[config.mk]
export PLATFORM = sky130hd
export DESIGN_NAME = fpu_op_dispatch
export DESIGN_NICKNAME = d
export VERILOG_FILES = /design/src/rtl/fpu_op_dispatch.sv
export SDC_FILE = /design/constraint.sdc
export NUM_CORES = 1
export LEC_CHECK = 0
export ABC_CLOCK_PERIOD_IN_PS = 1900
export BUFFER_PORTS_ARGS = -buffer_cell sky130_fd_sc_hd__buf_2
export CAP_MARGIN = 5
export CORE_AREA = 2 2 145 147
export CTS_CLUSTER_DIAMETER = 200
export DETAILED_ROUTE_END_ITERATION = 10
export DIE_AREA = 0 0 147 149
export PLACE_DENSITY = 0.69
export SLEW_MARGIN = 20
export SYNTH_ARGS = -nofsm -noshare
export SYNTH_HDL_FRONTEND = slang
export SYNTH_SLANG_ARGS = --single-unit
[constraint.sdc]
create_clock -name clk -period 1.9 [get_ports clk]
set_input_delay 0.38 -clock clk [delete_from_list [all_inputs] [get_ports clk]]
set_output_delay 0.38 -clock clk [all_outputs]
set_load 0.02 [all_outputs]
[src/rtl/fpu_op_dispatch.sv]
// fpu_op_dispatch
//   Sequencing controller between the host decode logic and the operand demux /
//   floating-point unit array. Accepts one request at a time, holds the unit
//   select and operands stable, pulses a start to the chosen unit, waits for its
//   done strobe (bounded by a timeout), then captures and presents the result.
//
// Ports
//   clk, n_rst        : rising-edge clock, asynchronous active-low reset
//   start, opcode     : request strobe (sampled only in IDLE) and target unit index
//   op1, op2          : request operands
//   unit_done         : per-unit completion strobes (only the selected bit counts, only in WAIT)
//   unit_result       : per-unit results, packed, unit i at [32*i+31:32*i]
//   select            : registered demux select
//   op1_q, op2_q      : registered operands driven to the demux
//   unit_start        : one-hot start pulse to the selected unit (ISSUE state)
//   result            : captured result, held until the next capture
//   result_valid      : one-cycle pulse when result is new (DONE state)
//   busy              : high whenever the controller is not IDLE
//   error             : one-cycle registered pulse on illegal opcode or timeout
module fpu_op_dispatch #(
   parameter int NUM_UNITS = 6,
   parameter int TIMEOUT   = 64
) (
   input  logic                    clk,
   input  logic                    n_rst,
   input  logic                    start,
   input  logic [2:0]              opcode,
   input  logic [31:0]             op1,
   input  logic [31:0]             op2,
   input  logic [NUM_UNITS-1:0]    unit_done,
   input  logic [NUM_UNITS*32-1:0] unit_result,
   output logic [2:0]              select,
   output logic [31:0]             op1_q,
   output logic [31:0]             op2_q,
   output logic [NUM_UNITS-1:0]    unit_start,
   output logic [31:0]             result,
   output logic                    result_valid,
   output logic                    busy,
   output logic                    error
);

   localparam int CNT_W = (TIMEOUT > 1) ? $clog2(TIMEOUT) : 1;
   localparam logic [CNT_W-1:0] CNT_MAX = CNT_W'(TIMEOUT - 1);

   typedef enum logic [1:0] {
      S_IDLE  = 2'd0,
      S_ISSUE = 2'd1,
      S_WAIT  = 2'd2,
      S_DONE  = 2'd3
   } state_t;

   state_t           state_q, state_d;
   logic [2:0]       select_q, select_d;
   logic [31:0]      op1_d, op2_d;
   logic [31:0]      result_q, result_d;
   logic [CNT_W-1:0] cnt_q, cnt_d;
   logic             error_q, error_d;

   logic             opcode_legal;
   logic             done_sel;
   logic [31:0]      result_sel;
   logic             issue;

   // Zero-extend before comparing so NUM_UNITS = 8 makes every opcode legal.
   assign opcode_legal = ({29'd0, opcode} < 32'(NUM_UNITS));

   // Pick out the selected unit's done and result; other units are invisible.
   always_comb begin
      done_sel   = 1'b0;
      result_sel = 32'd0;
      for (int i = 0; i < NUM_UNITS; i++) begin
         if (select_q == 3'(i)) begin
            done_sel   = unit_done[i];
            result_sel = unit_result[32*i +: 32];
         end
      end
   end

   // ---------------- state register ----------------
   always_ff @(posedge clk or negedge n_rst) begin
      if (!n_rst) begin
         state_q <= S_IDLE;
      end else begin
         state_q <= state_d;
      end
   end

   // ---------------- next-state logic ----------------
   always_comb begin
      state_d = state_q;
      case (state_q)
         S_IDLE: begin
            if (start && opcode_legal) begin
               state_d = S_ISSUE;
            end
         end
         S_ISSUE: state_d = S_WAIT;
         S_WAIT: begin
            // done takes priority over the timeout on the final count
            if (done_sel) begin
               state_d = S_DONE;
            end else if (cnt_q == CNT_MAX) begin
               state_d = S_IDLE;
            end
         end
         S_DONE:  state_d = S_IDLE;
         default: state_d = S_IDLE;
      endcase
   end

   // ---------------- datapath next values ----------------
   always_comb begin
      select_d = select_q;
      op1_d    = op1_q;
      op2_d    = op2_q;
      result_d = result_q;
      cnt_d    = cnt_q;
      error_d  = 1'b0;
      case (state_q)
         S_IDLE: begin
            if (start) begin
               if (opcode_legal) begin
                  select_d = opcode;
                  op1_d    = op1;
                  op2_d    = op2;
               end else begin
                  error_d = 1'b1;
               end
            end
         end
         S_ISSUE: cnt_d = '0;
         S_WAIT: begin
            if (done_sel) begin
               result_d = result_sel;
            end else if (cnt_q == CNT_MAX) begin
               error_d = 1'b1;
            end else begin
               // only incremented below CNT_MAX, so it saturates rather than wraps
               cnt_d = cnt_q + 1'b1;
            end
         end
         default: ;
      endcase
   end

   always_ff @(posedge clk or negedge n_rst) begin
      if (!n_rst) begin
         select_q <= 3'd0;
         op1_q    <= 32'd0;
         op2_q    <= 32'd0;
         result_q <= 32'd0;
         cnt_q    <= '0;
         error_q  <= 1'b0;
      end else begin
         select_q <= select_d;
         op1_q    <= op1_d;
         op2_q    <= op2_d;
         result_q <= result_d;
         cnt_q    <= cnt_d;
         error_q  <= error_d;
      end
   end

   // ---------------- outputs decoded from registered state ----------------
   always_comb begin
      busy         = (state_q != S_IDLE);
      result_valid = (state_q == S_DONE);
      issue        = (state_q == S_ISSUE);
   end

   generate
      for (genvar gi = 0; gi < NUM_UNITS; gi++) begin : g_start
         assign unit_start[gi] = issue && (select_q == 3'(gi));
      end
   endgenerate

   assign select = select_q;
   assign result = result_q;
   assign error  = error_q;

endmodule

==> results by group, run 1 <==
Timing
  – Minimum clock period after layout: 1900 ps
  – Post-route fraction of the period consumed by the critical path: 1.00
  – Post-route worst setup slack: -4.36 ps
  – Maximum clock skew at final layout: 13.5 ps
  – Unrepaired setup endpoints after global routing: yes
  – Max Slew Vio Count: 0
  – Measured slew at the worst slew-check pin: 735 ps
  – Setup violation total in the final timing report: 2
  – Worst-case headroom to the max-slew limit: 0.508
  – Final hold vios: 0
  – Upper clock frequency limit: 525 MHz

Finish
  – Post-layout nets: 1101
  – Leading cell type in the layout, fill and taps excluded: buf_2
  – Share of layout cells above drive strength 1: 0.710
  – Synthesis-to-layout area growth: 55.8%
  – Leading cell types in the layout, fill and taps excluded: 371 x buf_2, 105 x dfrtp_1, 97 x mux2_2, 38 x nand2_1
  – Sequential cell area: 2710 um^2
  – Filler Cell Count: 1923
  – Area taken by multi-input logic gates: 2920 um^2

Routing
  – Number of search-and-repair iterations in the first detailed-routing pass: 6
  – Via count: 5585
  – Post-detailed-route via-to-cell ratio: 5.01
  – Drt initial violations: 447
  – Routed length per placed instance: 19.6 um
  – Routed wire length: 21.9 mm
  – DRC violation count after routing: 0
  – Post-route antenna net violation count: 0

Setup path
  – Worst path slowest cell: dfrtp_4
  – Start-to-end type of the worst setup path: reg2out
  – Top Family by Delay on Critical Path: flip-flops
  – Delay of the slowest critical-path stage: 520 ps
  – CP dominant cell by count: buf_12
  – Cell-by-cell listing of the critical path: buf_12 > buf_12 > nor4_4 > buf_4
  – Required time of the critical path: 1520 ps
  – Largest fanout on the critical path: 7
  – Endpoint class of the critical path: output pin
  – Buffers and inverters on the worst path: 3
  – Startpoint kind of the worst setup timing path: flop
  – CP arrival: 1520 ps

GRT
  – Global-route track usage on met3: 0.0584
  – Grt met1 use: 0.220
  – Overall track demand over capacity in global routing: 0.179
  – Met2 capacity usage during global routing: 0.299
  – Global route total overflow: 0
  – GRT Max-Usage Layer: met2
  – Pin count of the biggest net entering global routing: 65
  – Wire length of the first global-routing pass: 30.0 mm
  – Number of global-route vias before repair: 5431
  – Initial antenna violation count: 4

Die
  – Starting Density: 0.277
  – Placement Rows: 53
  – Core box area: 20600 um^2
  – Die X-Extent: 147 um
  – Die outline area: 21900 um^2
  – Top-level port count: 376
  – Vert. Die Dim: 149 um

CTS
  – Clock latency at the later pin of the worst-skew pair: 350 ps
  – Clock slew at reported path FFs: 80 ps
  – Max Buffers Root-to-Sink: 2
  – Sinks on the clock net: 108
  – H-tree levels: 3
  – Number of buffers added by the clock tree synthesis step: 9
  – Clock root buffer: clkbuf_16
  – TritonCTS clock tree: yes

Placement
  – Number of buffer cells added on primary ports: 375
  – Last weighted congestion value of the routability-driven placer: 0.759
  – Detailed Place HPWL: 15.6 mm
  – Worst setup slack before clock tree synthesis: -124 ps

Synthesis
  – Number of register bits inferred by synthesis: 108
  – Net count after synthesis: 702
  – Number of warnings printed during yosys synthesis: 0
  – Distinct cells, synth: 30
  – Netlist area before placement: 5690 um^2
  – Number of instances in the synthesized netlist: 433
  – Fraction of the yosys area taken by sequential cells: 0.475
  – Post-Synthesis Mean Instance Area: 13.1 um^2

Pwr
  – Power per cell area: 1700 nW/um^2
  – Leakage power figure: 4.35 nW
  – Design Power: 15.1 mW
  – Maximum vdd ir drop: 0.926 mV

Run status
  – Status: finished, violations left
  – Violated checks: negative setup slack

Job
  – Number of violations of the max-capacitance limit: 0

Worst hold path
  – Hold/Removal Path Class: in2reg
timing repair:
action                                  4_1_cts  5_1_grt
hold endpoints to repair                     23        0
buffers inserted                              7       10
gates cloned                                  2        7
pin swaps                                     3       11
hold buffers                                  1        0
resized for setup                            18       27
endpoints found under the setup margin       37       43
kinds of logic after synthesis:
| logic type | synth area share |
|---|---|
| AO/OA/AOI/OAI | 0.0967 |
| XOR/XNOR | 0.00154 |
| adder cells (fa/ha/maj) | 0.00220 |
| buffers and inverters | 0.0374 |
| flip-flops | 0.475 |
| multiplexers | 0.327 |
| AND/OR/NAND/NOR | 0.0600 |
final timing paths:
| check | end | slack [ps] | start | cells after the start |
|---|---|---|---|---|
| worst max-delay path | unit_start[2] | -4 | select[0]$_DFFE_PN0P_ | 4 |
| min in group asynchronous | op1_q[14]$_DFFE_PN0P_ | 460 | n_rst | 2 |
| worst max register to register | result[11]$_DFFE_PN0P_ | -4 | select[0]$_DFFE_PN0P_ | 9 |
| max in group asynchronous | result[9]$_DFFE_PN0P_ | 860 | n_rst | 3 |
| worst min register to register | result[26]$_DFFE_PN0P_ | 480 | result[26]$_DFFE_PN0P_ | 2 |
| worst min-delay path | op1_q[18]$_DFFE_PN0P_ | 250 | op1[18] | 2 |
report_power, final:
part	switching (mW)	total [mW]	internal, mW
logic	4.77	9.11	4.34
clock network	0.978	1.94	0.964
registers	0.630	4.05	3.42
metal layers:
metal | share of wire | vias up | wire, um
met5 | 0.00059 | - | 13
met4 | 0.020 | 2 | 446
met3 | 0.11 | 34 | 2390
met2 | 0.49 | 383 | 10800
met1 | 0.38 | 2680 | 8230
li1 | - | 2486 | -
Yosys cell counts (all sizes together):
| cell type | number | area [um^2] |
|---|---|---|
| a222oi | 32 | 320 |
| a32o | 2 | 20.0 |
| and2 | 1 | 6.26 |
| and3 | 2 | 12.5 |
| buf | 23 | 141 |
| clkbuf | 13 | 48.8 |
| dfrtp | 108 | 2700 |
| ha | 1 | 12.5 |
| inv | 6 | 22.5 |
| mux2 | 97 | 1090 |
| mux2i | 5 | 50.1 |
| mux4 | 32 | 721 |
| nand2 | 42 | 160 |
| nand2b | 3 | 18.8 |
| nand3 | 6 | 30.0 |
| nor2 | 9 | 33.8 |
| nor2b | 2 | 12.5 |
| nor3 | 5 | 30.0 |
| nor3b | 1 | 18.8 |
| nor4 | 2 | 12.5 |
| o21ai | 35 | 175 |
| o22ai | 3 | 18.8 |
| o32ai | 1 | 16.3 |
| or2 | 1 | 6.26 |
| xnor2 | 1 | 8.76 |
worst register-to-register path, delay by kind of cell, from the launching register on:
kind	cells	cell delay [ps]
compound gates	3	350
buf+inv	4	650
flops	1	520
mux	1	180
simple gates	1	80
sequential cells by signal (all words and copies together) (netlist names):
register / cells
op1_q: 32
op2_q: 32
result: 32
cnt_q: 6
select: 3
state_q: 2
error: 1
per-stage QoR:
stage / cell area, um^2 / TNS, ps / instances / util / hold WS [ps]
4_1_cts: 8500 / -205 / 1095 / 0.413 / 231
3_3_place_gp: 8000 / -828 / 1069 / 0.389 / 313
3_5_place_dp: 8000 / -2250 / 1069 / 0.389 / 309
6_report: 8870 / -4.45 / 1115 / 0.431 / 254
2_1_floorplan: 5700 / -268 / 433 / - / 84.4
5_1_grt: 8870 / -1860 / 1115 / 0.431 / 234
final cells by class:
type | instances | area share
diodes | 3 | 0.000847
clock buffers | 10 | 0.0270
clock inverters | 6 | 0.00706
inverters | 6 | 0.00254
multi-input cells | 284 | 0.329
flip-flops and latches | 108 | 0.306
well taps | 275 | 0.0388
repair buffers | 423 | 0.289
No activity file was read; power rests on OpenSTA's default activity.
==> inputs of run 2 (changes only) <==
- BUFFER_PORTS_ARGS: -buffer_cell sky130_fd_sc_hd__buf_2 -> -buffer_cell sky130_fd_sc_hd__buf_4
- CTS_CLUSTER_DIAMETER: 200 -> 30
- CTS_CLUSTER_SIZE: default -> 10
==> run 2 against run 1 <==
Net effect: the flow now finishes without violations; cell count shrank 1.3%; non-clock buffer count shrank 11; worst hold slack is essentially flat; largest power group unchanged; clock power shrank 4%; die area is the same; sequential cell count is the same; critical endpoint is now unit_start[0]; wire length shrank 4.1%; first-iteration DRC count shrank 44%; final area grew 6.6%; global-route usage grew 0.58 points.
==> results by group, run 2 (same netlist as run 1, synthesis figures left out) <==
CTS
  – Number of buffers added by the clock tree synthesis step: 9 (unchanged)
  – Max Buffers Root-to-Sink: 2 (unchanged)
  – Sinks on the clock net: 108 (unchanged)
  – Clock slew at reported path FFs: 80 ps (about the same)
  – H-tree levels: 3 (unchanged)
  – Clock root buffer: clkbuf_16
  – TritonCTS clock tree: yes
  – Clock latency at the later pin of the worst-skew pair: 350 ps (about the same)

Pwr
  – Maximum vdd ir drop: 0.976 mV (+5.4%)
  – Power per cell area: 1570 nW/um^2 (-7.9%)
  – Leakage power figure: 4.49 nW (+3.3%)

Timing
  – Final hold vios: 0 (unchanged)
  – Post-route fraction of the period consumed by the critical path: 0.979 (-0.0230)
  – Max Slew Vio Count: 0 (unchanged)
  – Setup violation total in the final timing report: 0 (-2)
  – Worst-case headroom to the max-slew limit: 0.682 (+0.174)
  – WHS: 253 ps (-0.478 ps)
  – Maximum clock skew at final layout: 10.9 ps (-2.56 ps)
  – Measured slew at the worst slew-check pin: 477 ps (-258 ps)
  – Post-route worst setup slack: 39.4 ps (+43.7 ps)
  – Unrepaired setup endpoints after global routing: yes
  – Upper clock frequency limit: 537 MHz (+2.4%)
  – Minimum clock period after layout: 1860 ps (-43.7 ps)

Die
  – Core box area: 20600 um^2 (unchanged)
  – Die outline area: 21900 um^2 (unchanged)
  – Placement Rows: 53 (unchanged)
  – Starting Density: 0.277 (unchanged)
  – Die X-Extent: 147 um (unchanged)
  – Top-level port count: 376 (unchanged)
  – Vert. Die Dim: 149 um (unchanged)

GRT
  – Global route total overflow: 0 (unchanged)
  – Pin count of the biggest net entering global routing: 45 (-31%)
  – Overall track demand over capacity in global routing: 0.185 (+0.00577)
  – Initial antenna violation count: 1 (-3)
  – Number of global-route vias before repair: 5633 (+3.7%)
  – Wire length of the first global-routing pass: 31.4 mm (+4.5%)

Finish
  – Leading cell type in the layout, fill and taps excluded: buf_4
  – Finished Cell Area: 9450 um^2 (+6.6%)
  – Share of layout cells above drive strength 1: 0.696 (-0.0139)
  – Post-layout nets: 1089 (-1.1%)
  – Number of standard cells in the layout, taps in and fillers out: 1101 (-1.3%)
  – Synthesis-to-layout area growth: 66.0%
  – Leading cell types in the layout, fill and taps excluded: 398 x buf_4, 106 x dfrtp_1, 97 x mux2_2, 41 x nand2_1
  – End-of-flow core utilization: 0.460 (+0.0284)

Routing
  – Drt initial violations: 252 (-44%)
  – DRC violation count after routing: 0 (unchanged)
  – Post-route antenna net violation count: 0 (unchanged)
  – Post-detailed-route via-to-cell ratio: 4.87 (-2.8%)
  – Via count: 5360 (-4.0%)
  – Number of search-and-repair iterations in the first detailed-routing pass: 9 (+3)
  – Routed length per placed instance: 19.1 um (-2.9%)
  – Routed wire length: 21.0 mm (-4.1%)

Placement
  – Number of buffer cells added on primary ports: 375 (unchanged)
  – Worst setup slack before clock tree synthesis: -57.4 ps (+66.8 ps)
  – Last weighted congestion value of the routability-driven placer: 0.823 (+8.4%)
  – Detailed Place HPWL: 17.0 mm (+8.7%)
  – Placed instance area: 9040 um^2 (+13%)
  – Inst Count DP: 1081 (+1.1%)

Setup path
  – Delay of the slowest critical-path stage: 400 ps (-120 ps)
  – Path depth of the worst reg2reg path: 6 (-3)
  – Start-to-end type of the worst setup path: reg2out
  – Endpoint class of the critical path: output pin
  – CP dominant cell by count: buf_4
  – CP arrival: 1480 ps (-40 ps)
  – Largest fanout on the critical path: 16 (+9)
  – Startpoint kind of the worst setup timing path: flop
  – Worst path slowest cell: dfrtp_2
  – Cell-by-cell listing of the critical path: buf_4 > buf_12 > nor4_2 > buf_4
  – Required time of the critical path: 1520 ps (about the same)

Worst hold path
  – Hold Crit Depth: 2 (unchanged)
  – Hold/Removal Path Class: in2reg

Run status
  – Status: finished clean

Job
  – Number of violations of the max-capacitance limit: 0 (unchanged)
## run 2: cell types whose count changed in the layout (fill, tap and decap cells not counted), moves of 2 or more
cell / before / now
buf_12: 12 / 9
buf_2: 371 / 0
buf_4: 25 / 398
buf_6: 6 / 4
clkbuf_16: 14 / 9
diode_2: 3 / 1
inv_6: 2 / 0
nand2_1: 38 / 41
nand2_2: 4 / 1
o21ai_1: 28 / 32
o21ai_2: 4 / 0
## run 2: area by class of cell
cell class / count / area (um^2)
Multi-Input combinational cell: 283 / 2860
Timing Repair Buffer: 412 / 3220
Clock buffer: 10 / 229
Antenna cell: 1 / 2.50
Sequential cell: 108 / 2710
Clock inverter: 6 / 61.3
Fill cell: 1939 / 11100
Tap cell: 275 / 344
Inverter: 6 / 22.5
## run 2: where the power goes
part	total (mW)	leakage, nW	switching [mW]	internal [mW]
logic	8.86	3.05	4.38	4.48
registers	4.09	1.31	0.667	3.42
clock network	1.87	0.138	0.948	0.921
## run 2: worst paths after layout
check                                               to                    from  slack (ps)
worst max-delay path                     unit_start[0]   select[1]$_DFFE_PN0P_          40
worst min-delay path             op2_q[30]$_DFFE_PN0P_                 op2[30]         250
worst max register to register    cnt_q[5]$_DFFE_PN0P_   select[0]$_DFFE_PN0P_          90
worst min register to register  result[21]$_DFFE_PN0P_  result[21]$_DFFE_PN0P_         490
max in group asynchronous       result[15]$_DFFE_PN0P_                   n_rst         760
min in group asynchronous         op2_q[3]$_DFFE_PN0P_                   n_rst         530
## run 2: timing repair
action | 4_1_cts | 5_1_grt
endpoints found under the setup margin | 14 | 22
endpoints found under the hold margin | 29 | 0
setup buffers | 0 | 2
resized for setup | 8 | 10
hold buffers | 1 | 0
pin swaps | 1 | 2
## run 2: routing by layer
metal  wire length, um  GRT usage  part of all wire
met5                 0          0                 0
met3              2250     0.0688              0.11
met2             10600      0.322              0.50
met4               295     0.0457             0.014
met1              7900      0.218              0.38
## run 2: stage by stage
step	setup TNS (ps)	power [mW]
floorplan	-268	9.22
global placement	-21.5	12.7
detailed placement	-413	12.9
CTS	-77.8	14.8
global route	-122	15.8
finish	0	14.8
## run 2: worst max-delay path: cells and delay by family (launching register included)
kind                   cells  cell delay, ps
flip-flops                 1             400
buffers and inverters      3             510
AND/OR/NAND/NOR            1             210
==> inputs of run 3 (changes only) <==
- GPL_TIMING_DRIVEN: default -> 0
==> run 3 against run 2 <==
Net effect: the flow now finishes with violations (negative setup slack); fmax is 9.3% lower; die area stayed put; sequential cell count stayed put; core utilization is 1.3 points higher; clock power is 2% higher; non-clock buffer count is 32 higher; total power is 6.9% higher; critical path type unchanged; highest routed layer unchanged.
==> results by group, run 3 (same netlist as run 1, synthesis figures left out) <==
Die
  – Die X-Extent: 147 um (unchanged)
  – Core box area: 20600 um^2 (unchanged)
  – Vert. Die Dim: 149 um (unchanged)
  – Top-level port count: 376 (unchanged)
  – Placement Rows: 53 (unchanged)
  – Die outline area: 21900 um^2 (unchanged)
  – Starting Density: 0.277 (unchanged)

Finish
  – Leading cell type in the layout, fill and taps excluded: buf_4
  – Share of layout cells above drive strength 1: 0.701 (+0.00553)
  – Filler Cell Count: 1933 (-0.31%)
  – End-of-flow core utilization: 0.473 (+0.0131)
  – Post-layout nets: 1121 (+2.9%)
  – Synthesis-to-layout area growth: 70.8%
  – Leading cell types in the layout, fill and taps excluded: 400 x buf_4, 106 x dfrtp_1, 97 x mux2_2, 41 x nand2_1

Pwr
  – Maximum vdd ir drop: 0.881 mV (-9.7%)
  – Leakage power figure: 4.65 nW (+3.5%)
  – Power per cell area: 1630 nW/um^2 (+4.0%)

Timing
  – Setup violation total in the final timing report: 16 (+16)
  – Maximum clock skew at final layout: 8.04 ps (-2.85 ps)
  – Measured slew at the worst slew-check pin: 737 ps (+259 ps)
  – Post-route fraction of the period consumed by the critical path: 1.08 (+0.101)
  – Post-route worst setup slack: -153 ps (-192 ps)
  – WHS: 249 ps (-4.57 ps)
  – Unrepaired setup endpoints after global routing: yes
  – Max Slew Vio Count: 0 (unchanged)
  – Upper clock frequency limit: 487 MHz (-9.3%)
  – Final hold vios: 0 (unchanged)
  – Minimum clock period after layout: 2050 ps (+192 ps)
  – Worst-case headroom to the max-slew limit: 0.509 (-0.173)

Worst hold path
  – Hold path startpoint: op1[14]
  – Hold/Removal Path Class: in2reg
  – Hold Crit Depth: 2 (unchanged)
  – Destination of the worst hold path: op1_q[14]$_DFFE_PN0P_

GRT
  – Initial antenna violation count: 1 (unchanged)
  – Wire length of the first global-routing pass: 33.5 mm (+6.6%)
  – Global route total overflow: 0 (unchanged)
  – Number of global-route vias before repair: 5870 (+4.2%)
  – Pin count of the biggest net entering global routing: 60 (+33%)
  – Overall track demand over capacity in global routing: 0.202 (+0.0167)

CTS
  – Clock latency at the later pin of the worst-skew pair: 350 ps (about the same)
  – H-tree levels: 3 (unchanged)
  – Clock root buffer: clkbuf_16
  – Number of buffers added by the clock tree synthesis step: 9 (unchanged)
  – Clock slew at reported path FFs: 80 ps (about the same)
  – TritonCTS clock tree: yes
  – Max Buffers Root-to-Sink: 2 (unchanged)
  – Sinks on the clock net: 108 (unchanged)

Setup path
  – Reg2Reg Setup Slack: -140 ps (-230 ps)
  – Worst path slowest cell: dfrtp_1
  – CP arrival: 1670 ps (+190 ps)
  – Endpoint class of the critical path: output pin
  – CP dominant cell by count: buf_12
  – Largest fanout on the critical path: 6 (-10)
  – Required time of the critical path: 1520 ps (about the same)
  – Startpoint of the lowest-slack register-to-register path: select[0]$_DFFE_PN0P_
  – Start-to-end type of the worst setup path: reg2out
  – Delay of the slowest critical-path stage: 410 ps (about the same)
  – End of the worst register-to-register path: result[5]$_DFFE_PN0P_
  – Startpoint kind of the worst setup timing path: flop
  – Path depth of the worst reg2reg path: 8 (+2)
  – Cell-by-cell listing of the critical path: buf_8 > buf_12 > buf_12 > nor4_2 > buf_4

Routing
  – Post-route antenna net violation count: 0 (unchanged)
  – Number of search-and-repair iterations in the first detailed-routing pass: 7 (-2)
  – DRC violation count after routing: 0 (unchanged)
  – Post-detailed-route via-to-cell ratio: 5.01 (+2.9%)
  – Routed length per placed instance: 20.4 um (+7.1%)
  – Via count: 5673 (+5.8%)
  – Routed wire length: 23.1 mm (+10%)
  – Drt initial violations: 334 (+33%)

Job
  – Number of violations of the max-capacitance limit: 0 (unchanged)

Run status
  – Violated checks: negative setup slack
  – Status: finished, violations left

Placement
  – Number of buffer cells added on primary ports: 375 (unchanged)
  – Last weighted congestion value of the routability-driven placer: 0.822 (-0.17%)
  – Detailed Place HPWL: 18.3 mm (+8.0%)
[run 3: worst max-delay path by stage]
stage,from,to,slack [ps],depth (start not counted)
floorplan,select[0]$_DFFE_PN0P_,unit_start[0],-130,4
CTS,select[0]$_DFFE_PN0P_,result[1]$_DFFE_PN0P_,-200,5
global route,select[0]$_DFFE_PN0P_,result[2]$_DFFE_PN0P_,-210,7
finish,select[0]$_DFFE_PN0P_,unit_start[0],-150,5
global placement,select[2]$_DFFE_PN0P_,result[1]$_DFFE_PN0P_,-480,5
detailed placement,select[1]$_DFFE_PN0P_,result[1]$_DFFE_PN0P_,-480,5
[run 3: worst max-delay path, delay by kind of cell, from the launching register on]
family | cells | cell delay [ps]
flip-flops | 1 | 410
AND/OR/NAND/NOR | 1 | 280
buffers and inverters | 4 | 620
[run 3: what timing repair did]
| action | CTS | global route |
|---|---|---|
| buffers inserted | 13 | 19 |
| pin swaps | 8 | 14 |
| hold buffers | 1 | 0 |
| hold endpoints to repair | 32 | 0 |
| endpoints found under the setup margin | 47 | 49 |
| resized for setup | 39 | 44 |
[run 3: power by group]
part           internal, mW  total, mW  leakage (nW)  switching, mW
combinational          4.98       9.83          3.20           4.85
clock                 0.935       1.91         0.144          0.976
sequential             3.42       4.11          1.31          0.692
[run 3: area by class of cell]
type / count / area, um^2 / share of cell area
well taps: 275 / 344 / 0.0354
diodes: 1 / 2.50 / 0.000257
repair buffers: 409 / 3170 / 0.327
flip-flops and latches: 108 / 2710 / 0.278
clock buffers: 10 / 229 / 0.0236
inverters: 6 / 25.0 / 0.00257
multi-input cells: 283 / 2830 / 0.292
clock inverters: 6 / 67.6 / 0.00695
plain buffers: 35 / 338 / 0.0348
[run 3: per-layer routing]
| metal | global-route usage | vias to the layer above | routed length, um |
|---|---|---|---|
| met1 | 0.241 | 2756 | 8760 |
| met3 | 0.0639 | 43 | 2250 |
| met5 | 0 | - | 0 |
| met2 | 0.343 | 352 | 11500 |
| met4 | 0.0740 | 0 | 673 |
| li1 | - | 2522 | - |
[run 3: metrics by stage]
step                      instance area (um^2)  power [mW]  setup slack, ps  std cells  TNS [ps]
after floorplan                           5700        9.22             -134        433      -268
after global placement                    8860        12.7             -480       1083    -11790
after detailed placement                  8890        12.8             -483       1084    -11090
after CTS                                 9400        15.3             -204       1113     -1870
after global routing                      9720        16.8             -213       1133     -3100
final                                     9720        15.9             -153       1133     -1090
